## src/rtl/button_pkg.sv

```systemverilog
// button_pkg: shared state encoding and board timing constants for the button front end
//   CLK_HZ          board clock frequency used to derive the default cycle counts
//   ST_*            state encodings for the press/hold tracker
//   state_t         enumerated state type built on those encodings
package button_pkg;

    localparam int CLK_HZ = 50_000_000;

    // Default timings: 20 ms debounce, 1 s long press, 5 repeats per second.
    localparam int DEF_DB_CYCLES     = CLK_HZ / 50;
    localparam int DEF_LONG_CYCLES   = CLK_HZ;
    localparam int DEF_REPEAT_CYCLES = CLK_HZ / 5;

    localparam logic [1:0] ST_RELEASED = 2'd0;
    localparam logic [1:0] ST_PRESSED  = 2'd1;
    localparam logic [1:0] ST_HELD     = 2'd2;

    typedef enum logic [1:0] {
        RELEASED = ST_RELEASED,
        PRESSED  = ST_PRESSED,
        HELD     = ST_HELD
    } state_t;

endpackage

```

## src/rtl/btn_synchronizer.sv

```systemverilog
// btn_synchronizer: multi-flop synchronizer bringing an asynchronous level into the clk domain
//   clk  system clock, rising edge
//   rst  asynchronous active-low reset, clears the whole chain
//   d    asynchronous input level
//   q    synchronized level, SYNC_STAGES edges after d
module btn_synchronizer #(
    parameter int SYNC_STAGES = 2
) (
    input  logic clk,
    input  logic rst,
    input  logic d,
    output logic q
);

    logic [SYNC_STAGES-1:0] ff;

    always_ff @(posedge clk or negedge rst) begin
        if (!rst) ff <= '0;
        else ff <= {ff[SYNC_STAGES-2:0], d};
    end

    assign q = ff[SYNC_STAGES-1];

endmodule

```

## src/rtl/button_conditioner.sv

```systemverilog
// button_conditioner: synchronizes, debounces and classifies a raw push-button into clean events
//   clk            system clock, rising edge
//   rst            asynchronous active-low reset
//   btn            raw button level, asynchronous to clk
//   btn_level      debounced button level
//   press_pulse    one cycle when btn_level rises
//   release_pulse  one cycle when btn_level falls
//   long_pulse     one cycle LONG_CYCLES after press_pulse while still held
//   repeat_pulse   one cycle every REPEAT_CYCLES after long_pulse while still held
module button_conditioner
    import button_pkg::*;
#(
    parameter int SYNC_STAGES   = 2,
    parameter int DB_CYCLES     = DEF_DB_CYCLES,
    parameter int LONG_CYCLES   = DEF_LONG_CYCLES,
    parameter int REPEAT_CYCLES = DEF_REPEAT_CYCLES
) (
    input  logic clk,
    input  logic rst,
    input  logic btn,
    output logic btn_level,
    output logic press_pulse,
    output logic release_pulse,
    output logic long_pulse,
    output logic repeat_pulse
);

    localparam int DB_W   = $clog2(DB_CYCLES + 1);
    localparam int HOLD_W = (LONG_CYCLES > 1) ? $clog2(LONG_CYCLES) : 1;
    localparam int REP_W  = (REPEAT_CYCLES > 1) ? $clog2(REPEAT_CYCLES) : 1;

    logic              btn_sync;
    logic [DB_W-1:0]   db_cnt, db_cnt_nxt;
    logic [HOLD_W-1:0] hold_cnt, hold_cnt_nxt;
    logic [REP_W-1:0]  rep_cnt, rep_cnt_nxt;
    state_t            state, state_nxt;
    logic              mismatch, db_done, rise, fall;
    logic              level_nxt, press_nxt, release_nxt, long_nxt, repeat_nxt;

    btn_synchronizer #(.SYNC_STAGES(SYNC_STAGES)) u_sync (
        .clk (clk),
        .rst (rst),
        .d   (btn),
        .q   (btn_sync)
    );

    // The counter must see DB_CYCLES mismatching cycles before the level is
    // accepted on the following edge, so it needs to hold DB_CYCLES itself.
    always_comb begin
        mismatch   = btn_sync != btn_level;
        db_done    = mismatch && (db_cnt == DB_W'(DB_CYCLES));
        db_cnt_nxt = (mismatch && !db_done) ? db_cnt + 1'b1 : '0;
        level_nxt  = db_done ? btn_sync : btn_level;
        rise       = db_done && btn_sync;
        fall       = db_done && !btn_sync;
    end

    // A debounced fall is checked first in every held state so it always
    // beats a long or repeat event landing on the same cycle.
    always_comb begin
        state_nxt    = state;
        hold_cnt_nxt = hold_cnt;
        rep_cnt_nxt  = rep_cnt;
        press_nxt    = 1'b0;
        release_nxt  = 1'b0;
        long_nxt     = 1'b0;
        repeat_nxt   = 1'b0;
        case (state)
            RELEASED: begin
                if (rise) begin
                    state_nxt    = PRESSED;
                    hold_cnt_nxt = '0;
                    press_nxt    = 1'b1;
                end
            end
            PRESSED: begin
                if (fall) begin
                    state_nxt    = RELEASED;
                    hold_cnt_nxt = '0;
                    rep_cnt_nxt  = '0;
                    release_nxt  = 1'b1;
                end else if (hold_cnt == HOLD_W'(LONG_CYCLES - 1)) begin
                    state_nxt    = HELD;
                    hold_cnt_nxt = '0;
                    rep_cnt_nxt  = '0;
                    long_nxt     = 1'b1;
                end else begin
                    hold_cnt_nxt = hold_cnt + 1'b1;
                end
            end
            HELD: begin
                if (fall) begin
                    state_nxt    = RELEASED;
                    hold_cnt_nxt = '0;
                    rep_cnt_nxt  = '0;
                    release_nxt  = 1'b1;
                end else if (rep_cnt == REP_W'(REPEAT_CYCLES - 1)) begin
                    rep_cnt_nxt = '0;
                    repeat_nxt  = 1'b1;
                end else begin
                    rep_cnt_nxt = rep_cnt + 1'b1;
                end
            end
            default: begin
                state_nxt    = RELEASED;
                hold_cnt_nxt = '0;
                rep_cnt_nxt  = '0;
            end
        endcase
    end

    always_ff @(posedge clk or negedge rst) begin
        if (!rst) begin
            state         <= RELEASED;
            db_cnt        <= '0;
            hold_cnt      <= '0;
            rep_cnt       <= '0;
            btn_level     <= 1'b0;
            press_pulse   <= 1'b0;
            release_pulse <= 1'b0;
            long_pulse    <= 1'b0;
            repeat_pulse  <= 1'b0;
        end else begin
            state         <= state_nxt;
            db_cnt        <= db_cnt_nxt;
            hold_cnt      <= hold_cnt_nxt;
            rep_cnt       <= rep_cnt_nxt;
            btn_level     <= level_nxt;
            press_pulse   <= press_nxt;
            release_pulse <= release_nxt;
            long_pulse    <= long_nxt;
            repeat_pulse  <= repeat_nxt;
        end
    end

endmodule

```

## config.mk

```make
export PLATFORM = sky130hd
export DESIGN_NAME = button_conditioner
export DESIGN_NICKNAME = d
export VERILOG_FILES = /design/src/rtl/button_pkg.sv /design/src/rtl/btn_synchronizer.sv /design/src/rtl/button_conditioner.sv
export SDC_FILE = /design/constraint.sdc
export NUM_CORES = 1
export LEC_CHECK = 0
export CAP_MARGIN = 20
export CORE_MARGIN = 8
export CORE_UTILIZATION = 60
export CTS_BUF_LIST = sky130_fd_sc_hd__clkbuf_8 sky130_fd_sc_hd__clkbuf_16
export CTS_CLUSTER_SIZE = 16
export DETAILED_ROUTE_END_ITERATION = 8
export PLACE_DENSITY = 0.76
export SYNTH_ARGS = -nofsm -noshare
export SYNTH_HDL_FRONTEND = slang
export SYNTH_SLANG_ARGS = --single-unit
```

## constraint.sdc

```tcl
create_clock -name clk -period 2.65 [get_ports clk]
set_clock_uncertainty 0.05 [all_clocks]
set_input_delay 0.795 -clock clk [delete_from_list [all_inputs] [get_ports clk]]
set_output_delay 0.795 -clock clk [all_outputs]
set_load 0.005 [all_outputs]
```

==> summary.md, run 1 <==
| Metric | Value |
|---|---|
| Status | finished, final reports clean |
| Reg power frac | 54.0% |
| Syn nets | 490 |
| Post-synth ARST share | 100% |
| Routed WL | 10200 um |
| Syn avg cell area | 9.09 um^2 |
| Critical-path top delay cell | or4b_4 |
| Unrepaired setup endpoints after global routing | false |
| Synth Area in Compound Gates | 16.3% |
| Most frequent cells in the layout | dfrtp_1 (79), o21ai_0 (46), nor2_1 (41) |
| Number of global-route vias before repair | 3683 |
| Clk pwr share | 43.5% |
| Post-CTS Hold Fix Bufs | 0 |
| Mapped Cells | 480 |
| Critical path endpoint category | register |
| F_max | 400 MHz |
| Pwr dens | 459 mW/mm^2 |
| WS Path Type | reg2reg |
| Ratio of cells with drive above 1 in the final layout | 10.8% |
| Clk sinks | 79 |
| Number of synthesized flops with an enable pin | 0 |
| Mux contribution to synthesized area | 0.947% |
| Crit-path max FO | 15 |
| Tightest Pin Transition | 0.718 ns |
| Setup TNS | 0 ns |
| Post-Syn Area | 0.00436 mm^2 |
| Clk Latency, worst-skew pair | 0.35 ns |
| Final period utilization | 94.5% |
| # rows | 31 |
| Via count | 3788 |
| Cell variety after synth | 52 |
| Switching Share | 22.1% |
| GPL Wtd Cong | 0.868 |
| Logic pwr share | 2.5% |
| Initial antenna violation count | 0 |
| Synth Area in Simple Gates | 27.6% |
| CP Cell Sequence | inv_1, ha_1, or4b_4, or2_4, or2_4, o21a_2, buf_4, a211o_1 |
| Max Transition Viols Final | 0 |
| Ys flop type | dfrtp_1 |
| DIE AREA | 0.0103 mm^2 |
| 1st-pass router iterations | 4 |
| First-pass GRT wire length | 17500 um |
| Final min period | 2.50 ns |
| Worst setup SP type | register |
| Most common cell after layout, fill and taps aside | dfrtp_1 |
| Setup-failing EPs final | 0 |
| Top Ports | 8 |
| CTS Buffer Depth | 2 |
| Filler Cell Count | 589 |
| Reported max-cap violation count | 0 |
| Initial Utilization | 61.1% |
| CP most frequent cell | or2_4 |
| Routed vias/inst | 6.24 |
| Design area | 0.00490 mm^2 |
| Grt total ovfl | 0 |
| Synth Area in Adders | 2.01% |
| Crit-path max cell delay | 0.47 ns |
| Chip width | 101 um |
| Area growth syn-to-layout | 12.3% |
| Largest family of logic cells by synthesized area | simple AND/OR/NAND/NOR gates |
| Fin. Hold Viols | 0 |
| Clk slew on worst S/H paths | 0.09 ns |
| Clock root buffer | clkbuf_8 |
| WP data arrival | 2.70 ns |
| Worst path required time | 2.85 ns |
| Num CTS Buffers | 9 |
| Fraction of the yosys area taken by sequential cells | 45.3% |
| Relative slew slack | 52.0% |
| Core area | 0.00714 mm^2 |
| Total track usage | 21.0% |
| Final nets | 513 |
| Drt drc | 0 |
| Worst Hold Class | reg2reg |
| Max VDD drop | 0.000367 V |
| Ys Warns | 0 |
| Starting DRC count in detailed routing | 222 |
| CTS tree | built |
| Wire length per cell | 16.7 um |
| Ant diodes | 0 |
| Largest net degree at the start of global routing | 42 |
| H-Tree Level Count | 3 |
| Final ANT Viol Nets | 0 |
| P_leak | 2.01 nW |
| FF+latch count, synth | 79 |
| Area post-placement | 0.00465 mm^2 |
| Internal power | 0.00175 W |
| IO buf count | 7 |
| Die Height | 101 um |
| Psw | 0.000496 W |
| XOR/XNOR Fraction of Synth Area | 4.22% |
| Post-DP HPWL | 6730 um |
==> power by group through the flow <==
stage                     registers, W  clock network [W]  logic [W]
after CTS                      0.00121           0.000991  0.0000580
after floorplan                0.00124                  0  0.0000215
final                          0.00121           0.000978  0.0000559
after global routing           0.00122            0.00104  0.0000652
after detailed placement       0.00124                  0  0.0000573
after global placement         0.00124                  0  0.0000563
==> worst max-delay path, delay by kind of cell, from the launching register on <==
| family | cells | cell delay [ns] |
|---|---|---|
| DFF | 1 | 0.42 |
| AOI/OAI and AO/OA | 2 | 0.54 |
| and+or+nand+nor | 3 | 1.01 |
| buffers and inverters | 2 | 0.27 |
| adders and majority gates | 1 | 0.12 |
==> state kept, by name, indices dropped and copies added (netlist names) <==
| signal | flops |
|---|---|
| u_sync.ff | 2 |
| state | 2 |
| release_pulse | 1 |
| db_cnt | 20 |
| repeat_pulse | 1 |
| rep_cnt | 24 |
| hold_cnt | 26 |
| btn_level | 1 |
| long_pulse | 1 |
| press_pulse | 1 |
==> layer usage <==
metal	GRT usage, %	wire [um]	vias to the layer above
li1	-	-	1830
met1	28.5	4720	1846
met2	33.1	4850	98
met3	2.89	455	14
met4	8.25	130	0
met5	0	0	-
==> cells by family after synthesis <==
| kind of cell | count (synthesis) |
|---|---|
| xor+xnor | 21 |
| simple gates | 220 |
| fa+ha+maj | 7 |
| buf+inv | 36 |
| compound gates | 113 |
| mux | 4 |
| flops | 79 |
==> final cells by class <==
cell class	count	area (um^2)	area share [%]
Timing Repair Buffer	32	268	5.47
Clock buffer	9	124	2.53
Clock inverter	7	90.1	1.84
Inverter	16	60.1	1.23
Sequential cell	79	1980	40.4
Tap cell	99	124	2.53
Multi-Input combinational cell	365	2260	46.1
==> cells in the mapped netlist (3+ instances only) <==
cell	instances	area, um^2
a21o_1	4	30.0
and3_1	11	68.8
a22o_1	4	35.0
nor3_1	20	100
ha_1	7	87.6
a211oi_1	11	82.6
nand4_1	15	93.8
and2_1	3	18.8
mux2i_1	3	30.0
buf_2	5	25.0
nor4b_1	4	35.0
nand3_1	34	170
and4_1	9	78.8
nand2b_1	7	43.8
nor2b_1	6	37.5
nor2_1	41	154
o22ai_1	5	31.3
nor4_1	13	81.3
o21ai_0	48	240
nand2_1	34	128
clkbuf_1	13	48.8
xnor2_1	8	70.1
dfrtp_1	79	1980
nor3b_1	7	52.6
inv_1	15	56.3
xor2_1	13	114
o31ai_1	15	113
or3_1	4	25.0
a21oi_1	12	60.1
==> final timing paths <==
check	start	depth (start not counted)	slack, ns	endpoint
worst max-delay path	db_cnt[1]	8	0.15	hold_cnt[6]
worst min-delay path	u_sync.ff[0]	0	0.31	u_sync.ff[1]
worst max register to register	db_cnt[1]	8	0.15	hold_cnt[6]
worst min register to register	u_sync.ff[0]	0	0.31	u_sync.ff[1]
max in group asynchronous	rst	2	1.57	hold_cnt[3]
min in group asynchronous	rst	1	0.38	rep_cnt[10]
==> per-stage QoR <==
| step | worst slack (ns) | util (%) | total power, W | hold slack [ns] | instances |
|---|---|---|---|---|---|
| 5_1_grt | 0.0137 | 68.6 | 0.00232 | 0.335 | 607 |
| 6_report | 0.147 | 68.6 | 0.00225 | 0.314 | 607 |
| 3_3_place_gp | 0.181 | 65.2 | 0.00129 | 0.289 | 590 |
| 2_1_floorplan | 0.231 | - | 0.00126 | 0.281 | 480 |
| 4_1_cts | 0.0271 | 68.2 | 0.00226 | 0.320 | 606 |
| 3_5_place_dp | 0.110 | 65.2 | 0.00130 | 0.298 | 590 |
==> timing repair <==
| action | in CTS | in global routing |
|---|---|---|
| gates resized for setup | 0 | 6 |
| setup buffers | 0 | 1 |
| setup endpoints to repair | 0 | 39 |
Note: power is estimated with default switching activity, not from simulation.
==> run 2, diff against run 1 <==
- CTS_CLUSTER_DIAMETER: not set -> 80
- RECOVER_POWER: not set -> 25
- SLEW_MARGIN: not set -> 20
==> summary.md, run 2 (synthesis gave the netlist of run 1 again) <==
| Metric | Value |
|---|---|
| Wire length per cell | 16.7 um (about the same) |
| Final min period | 2.51 ns (+0.00209 ns) |
| Max VDD drop | 0.000368 V (+0.33%) |
| Final nets | 513 (unchanged) |
| Psw | 0.000497 W (+0.14%) |
| Num CTS Buffers | 9 (unchanged) |
| Tightest Pin Transition | 1.08 ns (+0.365 ns) |
| H-Tree Level Count | 3 (unchanged) |
| Initial antenna violation count | 0 (unchanged) |
| Most flop-heavy register | hold_cnt |
| Clk Latency, worst-skew pair | 0.35 ns (about the same) |
| Layout Cells excl Fill | 607 (unchanged) |
| Relative slew slack | 27.8% (-24 points) |
| Initial Utilization | 61.1% (unchanged) |
| Setup-failing EPs final | 0 (unchanged) |
| First-pass GRT wire length | 17500 um (unchanged) |
| Clk pwr share | 43.5% (about the same) |
| Routed vias/inst | 6.28 (+0.61%) |
| Unrepaired setup endpoints after global routing | false |
| Starting DRC count in detailed routing | 222 (unchanged) |
| Post-CTS Hold Fix Bufs | 0 (unchanged) |
| Internal power | 0.00175 W (about the same) |
| Final period utilization | 94.5% (about the same) |
| Largest net degree at the start of global routing | 42 (unchanged) |
| Ratio of cells with drive above 1 in the final layout | 10.8% (unchanged) |
| Setup TNS | 0 ns (unchanged) |
| Worst Setup Slack, final | 0.145 ns (-0.00209 ns) |
| Via count | 3811 (+0.61%) |
| Total track usage | 21.0% (unchanged) |
| P_leak | 2.01 nW (about the same) |
| Clk sinks | 79 (unchanged) |
| Post-Place Cells | 590 (unchanged) |
| # rows | 31 (unchanged) |
| Worst Hold Class | reg2reg |
| Max FFs per register | 26 (unchanged) |
| Dpl ws | 0.110 ns (unchanged) |
| Grt total ovfl | 0 (unchanged) |
| Core area | 0.00714 mm^2 (unchanged) |
| Worst setup SP type | register |
| CTS tree | built |
| IO buf count | 7 (unchanged) |
| Status | finished, final reports clean |
| Filler Cell Count | 589 (unchanged) |
| Switching Share | 22.1% (+0.028 points) |
| Ant diodes | 0 (unchanged) |
| Chip width | 101 um (unchanged) |
| Number of global-route vias before repair | 3683 (unchanged) |
| Most frequent cells in the layout | dfrtp_1 (79), o21ai_0 (46), nor2_1 (41) |
| Final ANT Viol Nets | 0 (unchanged) |
| Die Height | 101 um (unchanged) |
| Area growth syn-to-layout | 12.2% (about the same) |
| Pwr dens | 459 mW/mm^2 (about the same) |
| Reported max-cap violation count | 0 (unchanged) |
| Most common cell after layout, fill and taps aside | dfrtp_1 |
| Reg power frac | 54.0% (about the same) |
| Crit-path max FO | 15 (unchanged) |
| GPL Wtd Cong | 0.868 (unchanged) |
| Max Transition Viols Final | 0 (unchanged) |
| Largest regs | hold_cnt (26), rep_cnt (24), db_cnt (20) |
| Fin. Hold Viols | 0 (unchanged) |
| Post-DP HPWL | 6730 um (unchanged) |
| 1st-pass router iterations | 5 (+1) |
| Top Ports | 8 (unchanged) |
| Drt drc | 0 (unchanged) |
| F_max | 399 MHz (about the same) |
| Critical path endpoint category | register |
| CTS Buffer Depth | 2 (unchanged) |
| Worst path required time | 2.85 ns (about the same) |
| Logic pwr share | 2.5% (about the same) |
| Routed WL | 10200 um (about the same) |
| WP data arrival | 2.70 ns (about the same) |
| Clock root buffer | clkbuf_8 |
| WS Path Type | reg2reg |
| DIE AREA | 0.0103 mm^2 (unchanged) |
| Clk slew on worst S/H paths | 0.09 ns (about the same) |
## run 2: cell types whose count changed in the layout (fill, tap and decap cells not counted)
cell,delta
buf_4,-1
clkbuf_2,+1
## run 2: worst max-delay path, stage by stage (launching register included)
cell and delay [ns]:
dfrtp_1 0.42, inv_1 0.07, ha_1 0.12, or4b_4 0.47
or2_4 0.28, or2_4 0.26, o21a_2 0.25, buf_4 0.20
a211o_1 0.29
## run 2: final cells by class
class / instances / area (um^2) / area share [%]
inverter: 16 / 60.1 / 1.23
multi-input combinational: 365 / 2260 / 46.1
clock inverter: 7 / 90.1 / 1.84
timing repair buffer: 32 / 265 / 5.42
tap: 99 / 124 / 2.53
clock buffer: 9 / 124 / 2.53
sequential: 79 / 1980 / 40.4
## run 2: per-layer routing
layer,global-route usage [%],vias up,wire [um]
li1,-,1831,-
met1,28.5,1861,4760
met2,33.1,105,4840
met3,2.89,14,420
met4,8.25,0,131
met5,0,-,0
## run 2: path summary, 6_finish.rpt
| kind | startpoint | to | slack (ns) | cells after the start |
|---|---|---|---|---|
| worst max-delay path | db_cnt[1] | hold_cnt[6] | 0.14 | 8 |
| max in group asynchronous | rst | hold_cnt[3] | 1.21 | 2 |
| worst min register to register | u_sync.ff[0] | u_sync.ff[1] | 0.31 | 0 |
| worst max register to register | db_cnt[1] | hold_cnt[6] | 0.14 | 8 |
| worst min-delay path | u_sync.ff[0] | u_sync.ff[1] | 0.31 | 0 |
| min in group asynchronous | rst | rep_cnt[10] | 0.58 | 1 |
## run 2: metrics by stage
stage               power, W  utilization [%]  cell area, um^2  hold WS, ns
floorplan            0.00126                -             4360        0.281
global placement     0.00129             65.2             4650        0.289
detailed placement   0.00130             65.2             4650        0.298
CTS                  0.00226             68.2             4870        0.320
global route         0.00232             68.6             4900        0.335
finish               0.00225             68.6             4900        0.315
## run 2: power by group through the flow
| stage | Sequential, W | Clock [W] | Combinational [W] |
|---|---|---|---|
| finish | 0.00122 | 0.000978 | 0.0000555 |
| global route | 0.00122 | 0.00104 | 0.0000648 |
| floorplan | 0.00124 | 0 | 0.0000215 |
| global placement | 0.00124 | 0 | 0.0000563 |
| detailed placement | 0.00124 | 0 | 0.0000573 |
| CTS | 0.00121 | 0.000991 | 0.0000580 |
## run 2: timing repair
action,CTS,global route
setup endpoints to repair,0,39
gates resized for setup,0,6
buffers inserted,0,1
==> run 3, diff against run 2 <==
- ABC_CLOCK_PERIOD_IN_PS: not set -> 2650
==> results of run 3 <==
Same layout as run 2: the final DEF is identical, and so are final timing and power.
